[src/rtl/bit_serializer.sv]
// Parallel-to-serial front end: WIDTH-bit words in over valid/ready, one bit per clock out.
// Optional even-parity trailer bit per frame when SER_PARITY_EN is defined.
module bit_serializer #(
   parameter int WIDTH     = 8,
   parameter int MSB_FIRST = 1
) (
   input  logic             clk,
   input  logic             rst,
   input  logic [WIDTH-1:0] in_data,
   input  logic             in_valid,
   output logic             in_ready,
   output logic             dout,
   output logic             dout_valid,
   output logic             word_start,
   output logic             busy
);

`ifdef SER_PARITY_EN
   localparam int FL = WIDTH + 1;
`else
   localparam int FL = WIDTH;
`endif
   localparam int CW = $clog2(FL);

   typedef enum logic {IDLE, SHIFT} state_t;

   state_t           state_q, state_d;
   logic [WIDTH-1:0] shreg_q, shreg_d;
   logic [CW-1:0]    cnt_q, cnt_d;
   logic             accept;
   logic             last;
   logic             data_bit;

   assign last     = (state_q == SHIFT) && (cnt_q == CW'(FL - 1));
   assign in_ready = (state_q == IDLE) || last;
   assign accept   = in_valid && in_ready;

`ifdef SER_PARITY_EN
   logic par_q, par_d;

   always_comb begin
      par_d = par_q;
      if (accept) par_d = ^in_data;
   end

   always_ff @(posedge clk or posedge rst) begin
      if (rst) par_q <= 1'b0;
      else     par_q <= par_d;
   end
`endif

   always_comb begin
      state_d = state_q;
      shreg_d = shreg_q;
      cnt_d   = cnt_q;
      if (accept) begin
         shreg_d = in_data;
         cnt_d   = '0;
         state_d = SHIFT;
      end else if (state_q == SHIFT) begin
         if (last) begin
            state_d = IDLE;
            shreg_d = '0;
            cnt_d   = '0;
         end else begin
            if (MSB_FIRST != 0) shreg_d = {shreg_q[WIDTH-2:0], 1'b0};
            else                shreg_d = {1'b0, shreg_q[WIDTH-1:1]};
            cnt_d = cnt_q + CW'(1);
         end
      end
   end

   always_ff @(posedge clk or posedge rst) begin
      if (rst) begin
         state_q <= IDLE;
         shreg_q <= '0;
         cnt_q   <= '0;
      end else begin
         state_q <= state_d;
         shreg_q <= shreg_d;
         cnt_q   <= cnt_d;
      end
   end

   // Outputs decode straight from the flops, so reset clears them at once.
   always_comb begin
      data_bit = (MSB_FIRST != 0) ? shreg_q[WIDTH-1] : shreg_q[0];
`ifdef SER_PARITY_EN
      if (cnt_q == CW'(WIDTH)) data_bit = par_q;
`endif
   end

   assign busy       = (state_q == SHIFT);
   assign dout_valid = busy;
   assign dout       = busy && data_bit;
   assign word_start = busy && (cnt_q == '0);

endmodule

[config.mk]
export PLATFORM = sky130hd
export DESIGN_NAME = bit_serializer
export DESIGN_NICKNAME = d
export VERILOG_FILES = /design/src/rtl/bit_serializer.sv
export SDC_FILE = /design/constraint.sdc
export NUM_CORES = 1
export LEC_CHECK = 0
export CAP_MARGIN = 30
export CELL_PAD_IN_SITES_DETAIL_PLACEMENT = 1
export CELL_PAD_IN_SITES_GLOBAL_PLACEMENT = 1
export CORE_UTILIZATION = 40
export DETAILED_ROUTE_END_ITERATION = 10
export GPL_TIMING_DRIVEN = 0
export HOLD_SLACK_MARGIN = 0.06
export PLACE_DENSITY_LB_ADDON = 0.1
export SYNTH_ARGS = -nofsm -noshare
export SYNTH_HDL_FRONTEND = slang
export SYNTH_SLANG_ARGS = --single-unit
export TNS_END_PERCENT = 5
[constraint.sdc]
create_clock -name clk -period 4.1 [get_ports clk]
set_input_delay 1.23 -clock clk [delete_from_list [all_inputs] [get_ports clk]]
set_output_delay 1.23 -clock clk [all_outputs]
set_load 0.005 [all_outputs]
# Yosys cells after proc, flatten, opt, wreduce, memory -nomap -nowiden
# Index checks and enable logic that the tools add are counted.
# Widths: inputs -> output; s select.
# word_totals
regBits,12
out_inout_bits,5
wordCells,22
# op_classes
n_addsub,1
eq_ne,1
mux,9
bitwise,1
n_reduce_logical,7
# ops
operator,count
$mux 8,3
$mux 3,3
$logic_and 1x1->1,4
$add 3x1->3 const B,1
$eq 3x3->1 const B,1
$logic_not 3->1,1
$mux 1,3
$reduce_bool 2->1,1
$logic_or 1x1->1,1
$not 1->1,1

# Depth between registers and ports, before layout
# Gate-level depths: netlist (run 1).
# depth
ltp_word,5
mapped_depth,5

# Worst setup path before layout (run 1)
# Ideal clock, no wire load.
# synth_path
path_type,register to output
from,register cnt_q[0]
to,output in_ready
arrival_time_ns,1.053
t_required_ns,2.870
path_slack_ns,1.817
stages_incl_launch_ff,5
n_path_buf,1
cell_sequence,dfrtp_1 ha_1 ha_1 nand2b_1 buf_6
# synth_via
elab_chain_len,3
# synth_rtl
element,line,rtl
"start, declared",29,"logic [CW-1:0] cnt_q, cnt_d;"
"start signal, assigned",81,cnt_q <= cnt_d;
$eq 3x3->1,34,assign last = (state_q == SHIFT) && (cnt_q == CW'(FL - 1));
$logic_and 1x1->1,34,
$logic_or 1x1->1,35,assign in_ready = (state_q == IDLE) || last;
"end, declared",11,"output logic in_ready,"
# No other way between the ends.

# Final worst setup path (run 1)
# Ends and elaborated chain as after synthesis.

==> results of run 1 <==
-- through the flow --
stage               cells  hold WS (ns)  utilization
finish                109        0.5615       0.5362
global route          109        0.5940       0.5362
CTS                   109        0.5646       0.5362
detailed placement    106        0.5573       0.5232
global placement      106        0.5285       0.5232
floorplan              67        0.5079            -
-- kinds of logic after synthesis --
kind of cell    Yosys count  share of synthesized area
simple gates             17                     0.1282
buf+inv                  16                     0.1162
flops                    12                     0.4103
compound gates           11                     0.1846
mux                       8                     0.1094
fa+ha+maj                 3                    0.05129
-- report_power, final --
group / switching (W) / internal [W]
combinational: 0.000114 / 0.000135
sequential: 0.0000312 / 0.000162
clock: 0.0000422 / 0.0000341
total: 0.000187 / 0.000331
-- layout by cell type, fill, tap and decap left out, drive strengths merged --
cell           Yosys  layout
dfrtp             12      12
nor2               1       1
o22ai              1       1
nand3              8       8
nand2              1       1
o221ai             7       7
clkbuf             0       3
ha                 3       3
nand2b             4       4
o21ai              2       2
mux2i              8       8
inv               10      10
clkdlybuf4s50      0      14
buf                6       6
nand3b             2       2
and2               1       1
o31ai              1       1
-- final cells by class --
type | count | area [um^2] | area share
Tap cell | 25 | 31.28 | 0.03378
Timing Repair Buffer | 14 | 140.1 | 0.1514
Inverter | 10 | 37.54 | 0.04054
Sequential cell | 12 | 300.3 | 0.3243
Clock buffer | 3 | 22.52 | 0.02432
Buffer | 6 | 47.55 | 0.05135
Multi-Input combinational cell | 39 | 346.6 | 0.3743
-- sequential cells by signal, summed over array words and instances, names as in the netlist --
register  cells
busy          1
shreg_q       8
cnt_q         3
-- routing by layer --
| metal | global-route usage | part of all wire | vias to the layer above |
|---|---|---|---|
| met3 | 0.07200 | 0.046 | 5 |
| met5 | 0 | 0 | - |
| met4 | 0.05455 | 0.014 | 0 |
| met1 | 0.2430 | 0.44 | 286 |
| met2 | 0.3176 | 0.50 | 15 |
| li1 | - | - | 271 |
-- worst max-delay path by stage --
stage | from | end | slack [ns] | cells after the start
global route | cnt_q[0] | in_ready | 0.89 | 5
floorplan | cnt_q[0] | in_ready | 1.82 | 4
global placement | cnt_q[0] | in_ready | 1.32 | 5
CTS | cnt_q[0] | in_ready | 0.98 | 5
detailed placement | cnt_q[0] | in_ready | 1.29 | 5
finish | cnt_q[0] | in_ready | 1.00 | 5
==> results.cfg, run 1 <==
[hold_path]
hold_depth = 1
min_to = cnt_q[0]
min-delay-start = cnt_q[0]
hold_path.class = reg -> reg

[clock_tree]
clk_path_buf_depth = 2
post_cts_buffers = 0
post_cts_resized = 0
cts.reportedPaths.clkPinSlew_ns = 0.08
cts_tree = done
cts.htree.levels = 1
cts_hold_buf = 0
cts_root_buf = clkbuf_4
cts_buffers = 3
cts_sinks = 12
clock_latency_ns = 0.28

[yosys]
yosysTopAreaCell = dfrtp_1
synth.avg_cell_area_um2 = 10.92
yosys_most_used_dff = dfrtp_1
synth_warnings = 0
synth_cell_type_count = 17
synth_most_common_cell = dfrtp_1
synth_area_leaders = dfrtp_1 (41%), o221ai_2 (14%), mux2i_1 (11%)
syn_area_um2 = 732.0
netlist_top_cells_count = dfrtp_1 (12), inv_1 (10), mux2i_1 (8), nand3_1 (8), o221ai_2 (7)
ys_async_sr_fraction = 1.000
synth_edf_count = 0
syn-instance-count = 67
synth_fp_nets = 81
synth.top_cell.area_share = 0.4103
ys_seq_area_frac = 0.4103
synth-seq-cells = 12

[detailed_routing]
vias = 577
drt_iter0_drc = 2
finalWirelength_mm = 1.569
route.detailed.drc = 0
avgViaCountPerCell = 5.294
wl_per_cell_um = 14.39
dr.pass1.iters = 2
ant_nets = 0

[placement]
place_congestion = 0.6602
portBuffers = 14
dp_slack_ns = 1.295
dp.final_hpwl_mm = 1.136
place_area_um2 = 903.4

[run]
cap_violations = 0

[timing]
slew_viol_final = 0
skew_ns = 0.002290
maxSlewHeadroom = 0.6834
rsz0062_at_grt = false
period_share = 0.7549
clock.fmax_ghz = 0.3231
tightestPinTransition_ns = 0.4743
setup_violations = 0
hold_viol_final = 0
finalWorstSetupSlack_ns = 1.005
tns_ns = 0
period_needed_ns = 3.095

[floorplanning]
die_h_um = 44.78
rows = 15
fp.dieArea_mm2 = 0.002005
ioPinCount = 16
die_width_um = 44.78
start_util = 0.4239
core-area_mm2 = 0.001727

[layout]
fill_cells = 205
antenna_cells = 0
synthToLayoutAreaGrowth_pct = 26.50
nets = 100
fin_area_um2 = 925.9
drive_gt1_frac = 0.2024

[global_routing]
antenna_found_initial = 0
grt-ovfl-total = 0
grt_first_pass_wirelength_mm = 2.718
track_usage = 0.1949
grt_pass1_vias = 576
grt_max_degree = 13

[status]
status = finished, final reports clean

[power]
peakVddDrop_v = 0.0002374
power.total_w = 0.0005179
power_leakage_nw = 0.4047
powerDensity_mw_per_mm2 = 559.4

[worst_setup_path]
cp_max_fo = 10
slowest_stage = clkdlybuf4s50_1
crit_chain = ha_1, ha_1, nand2b_1, buf_6, clkdlybuf4s50_1
slowest_delay_ns = 0.44
worstSetupStartpointType = flop
worst_setup_path_end_kind = primary output
worstSetupPathType = reg -> out
worst-path-buf-inv = 2
r2r-end = shreg_q[6]
crit_top_cell = ha_1
cp_top_family = buffers and inverters
critPathRequiredTime_ns = 2.87
r2r_start = cnt_q[0]
arrival_ns = 1.87
r2r_slack_ns = 2.72
worstRegToRegCells = 5
No activity file was read; power rests on OpenSTA's default activity.
==> run 2, diff against run 1 <==
- CORE_ASPECT_RATIO: not set -> 1.5
- CORE_UTILIZATION: 40 -> 37
- clock period: 4.1 -> 3.1 ns (I/O delays scaled with it)
==> run 2 against run 1 <==
Compared with the run above:
- sequential share of layout area rose by 0.18 points
- clock power is 26% higher
- cell count down 3.7%
- clock-buffer cell count stayed put
- via count decreased by 3.3%
- highest routed layer unchanged
- critical path type unchanged
==> results.cfg, run 2 (synthesis results as in run 1) <==
[status]
status = finished, final reports clean

[clock_tree]
cts_tree = done
cts.reportedPaths.clkPinSlew_ns = 0.08
clock_latency_ns = 0.28
clk_path_buf_depth = 2
cts_sinks = 12
post_cts_resized = 0
cts_buffers = 3
cts.htree.levels = 1
cts_root_buf = clkbuf_4
cts_hold_buf = 0
post_cts_buffers = 0

[floorplanning]
die_h_um = 56.48
rows = 19
core-area_mm2 = 0.001854
start_util = 0.3947
die_width_um = 38.32
ioPinCount = 16
fp.dieArea_mm2 = 0.002164

[timing]
skew_ns = 0.009120
hold_viol_final = 0
setup_violations = 0
tns_ns = 0
rsz0062_at_grt = false
period_share = 0.9005
clock.fmax_ghz = 0.3582
tightestPinTransition_ns = 0.4668
slew_viol_final = 0
period_needed_ns = 2.792
maxSlewHeadroom = 0.6885

[detailed_routing]
avgViaCountPerCell = 5.314
route.detailed.drc = 0
ant_nets = 0
dr.pass1.iters = 3
drt_iter0_drc = 6
finalWirelength_mm = 1.533
wl_per_cell_um = 14.60
vias = 558

[global_routing]
grt_max_degree = 13
grt_first_pass_wirelength_mm = 2.587
antenna_found_initial = 0
grt_pass1_vias = 572
grt-ovfl-total = 0
track_usage = 0.1765

[placement]
dp.final_hpwl_mm = 1.089
dp.cells = 102
place_congestion = 0.6386
portBuffers = 14

[hold_path]
hold_path.class = reg -> reg

[worst_setup_path]
crit_chain = ha_1, ha_1, nand2b_1, buf_6, clkdlybuf4s50_1
worstSetupPathType = reg -> out
slowest_delay_ns = 0.44
worstSetupStartpointType = flop
cp_max_fo = 10
crit_top_cell = ha_1
critPathRequiredTime_ns = 2.17
slowest_stage = clkdlybuf4s50_1
arrival_ns = 1.86
worst_setup_path_end_kind = primary output

[layout]
regMostFlops = shreg_q
layoutNonFillerInstCount = 105
antenna_cells = 0
final_cell_mix = clkdlybuf4s50_1 (14), dfrtp_1 (12), inv_1 (10), mux2i_1 (8), nand3_1 (8)
nets = 100
largest_reg_flops = 8
drive_gt1_frac = 0.2024
synthToLayoutAreaGrowth_pct = 25.81
layout_commonest_cell = clkdlybuf4s50_1

[power]
power_leakage_nw = 0.4047
peakVddDrop_v = 0.0002660
powerDensity_mw_per_mm2 = 740.5

[run]
cap_violations = 0
run 2: cell counts in the layout (fill, tap and decap cells not counted):
No cell type changed its count.
run 2: worst max-delay path, delay by kind of cell (launching register included):
kind,cells,cell delay (ns)
and+or+nand+nor,1,0.15
adders and majority gates,2,0.40
buffers and inverters,2,0.60
DFF,1,0.42
run 2: layer usage:
layer / GRT usage / up-vias / wire length [um]
met4: 0.1224 / 0 / 44
met1: 0.2092 / 270 / 671
met3: 0.02372 / 5 / 34
li1: - / 270 / -
met2: 0.2785 / 13 / 782
met5: 0 / - / 0
run 2: path summary, 6_finish.rpt:
kind                            slack [ns]  depth (start not counted)          to  startpoint
worst min register to register        0.54                          1    cnt_q[0]    cnt_q[0]
min in group asynchronous             0.96                          2    cnt_q[1]         rst
max in group asynchronous             1.82                          2    cnt_q[2]         rst
worst max-delay path                  0.31                          5    in_ready    cnt_q[0]
worst max register to register        1.71                          5  shreg_q[1]    cnt_q[0]
worst min-delay path                  0.54                          1    cnt_q[0]    cnt_q[0]
run 2: cell type report:
type	instances	area [um^2]
Clock buffer	3	22.52
Tap cell	21	26.28
Fill cell	210	933.4
Inverter	10	37.54
Timing Repair Buffer	14	140.1
Multi-Input combinational cell	39	346.6
Buffer	6	47.55
Sequential cell	12	300.3
run 2: metrics by stage:
| step | util | hold WS [ns] | total power, W | setup slack, ns | area (um^2) |
|---|---|---|---|---|---|
| final | 0.4966 | 0.5401 | 0.0006819 | 0.3084 | 920.9 |
| after global routing | 0.4966 | 0.5711 | 0.0007387 | 0.2410 | 920.9 |
| after CTS | 0.4966 | 0.5462 | 0.0006927 | 0.2939 | 920.9 |
| after detailed placement | 0.4845 | 0.5360 | 0.0005934 | 0.6088 | 898.4 |
| after global placement | 0.4845 | 0.5306 | 0.0005814 | 0.6162 | 898.4 |
| after floorplan | - | 0.5079 | 0.0004802 | 1.117 | 732.0 |
run 2: power by group:
part	switching, W	leakage [nW]	internal [W]
registers	0.0000413	0.153	0.000214
clock network	0.0000515	0.0138	0.0000450
logic	0.000151	0.238	0.000179
total	0.000244	0.405	0.000438
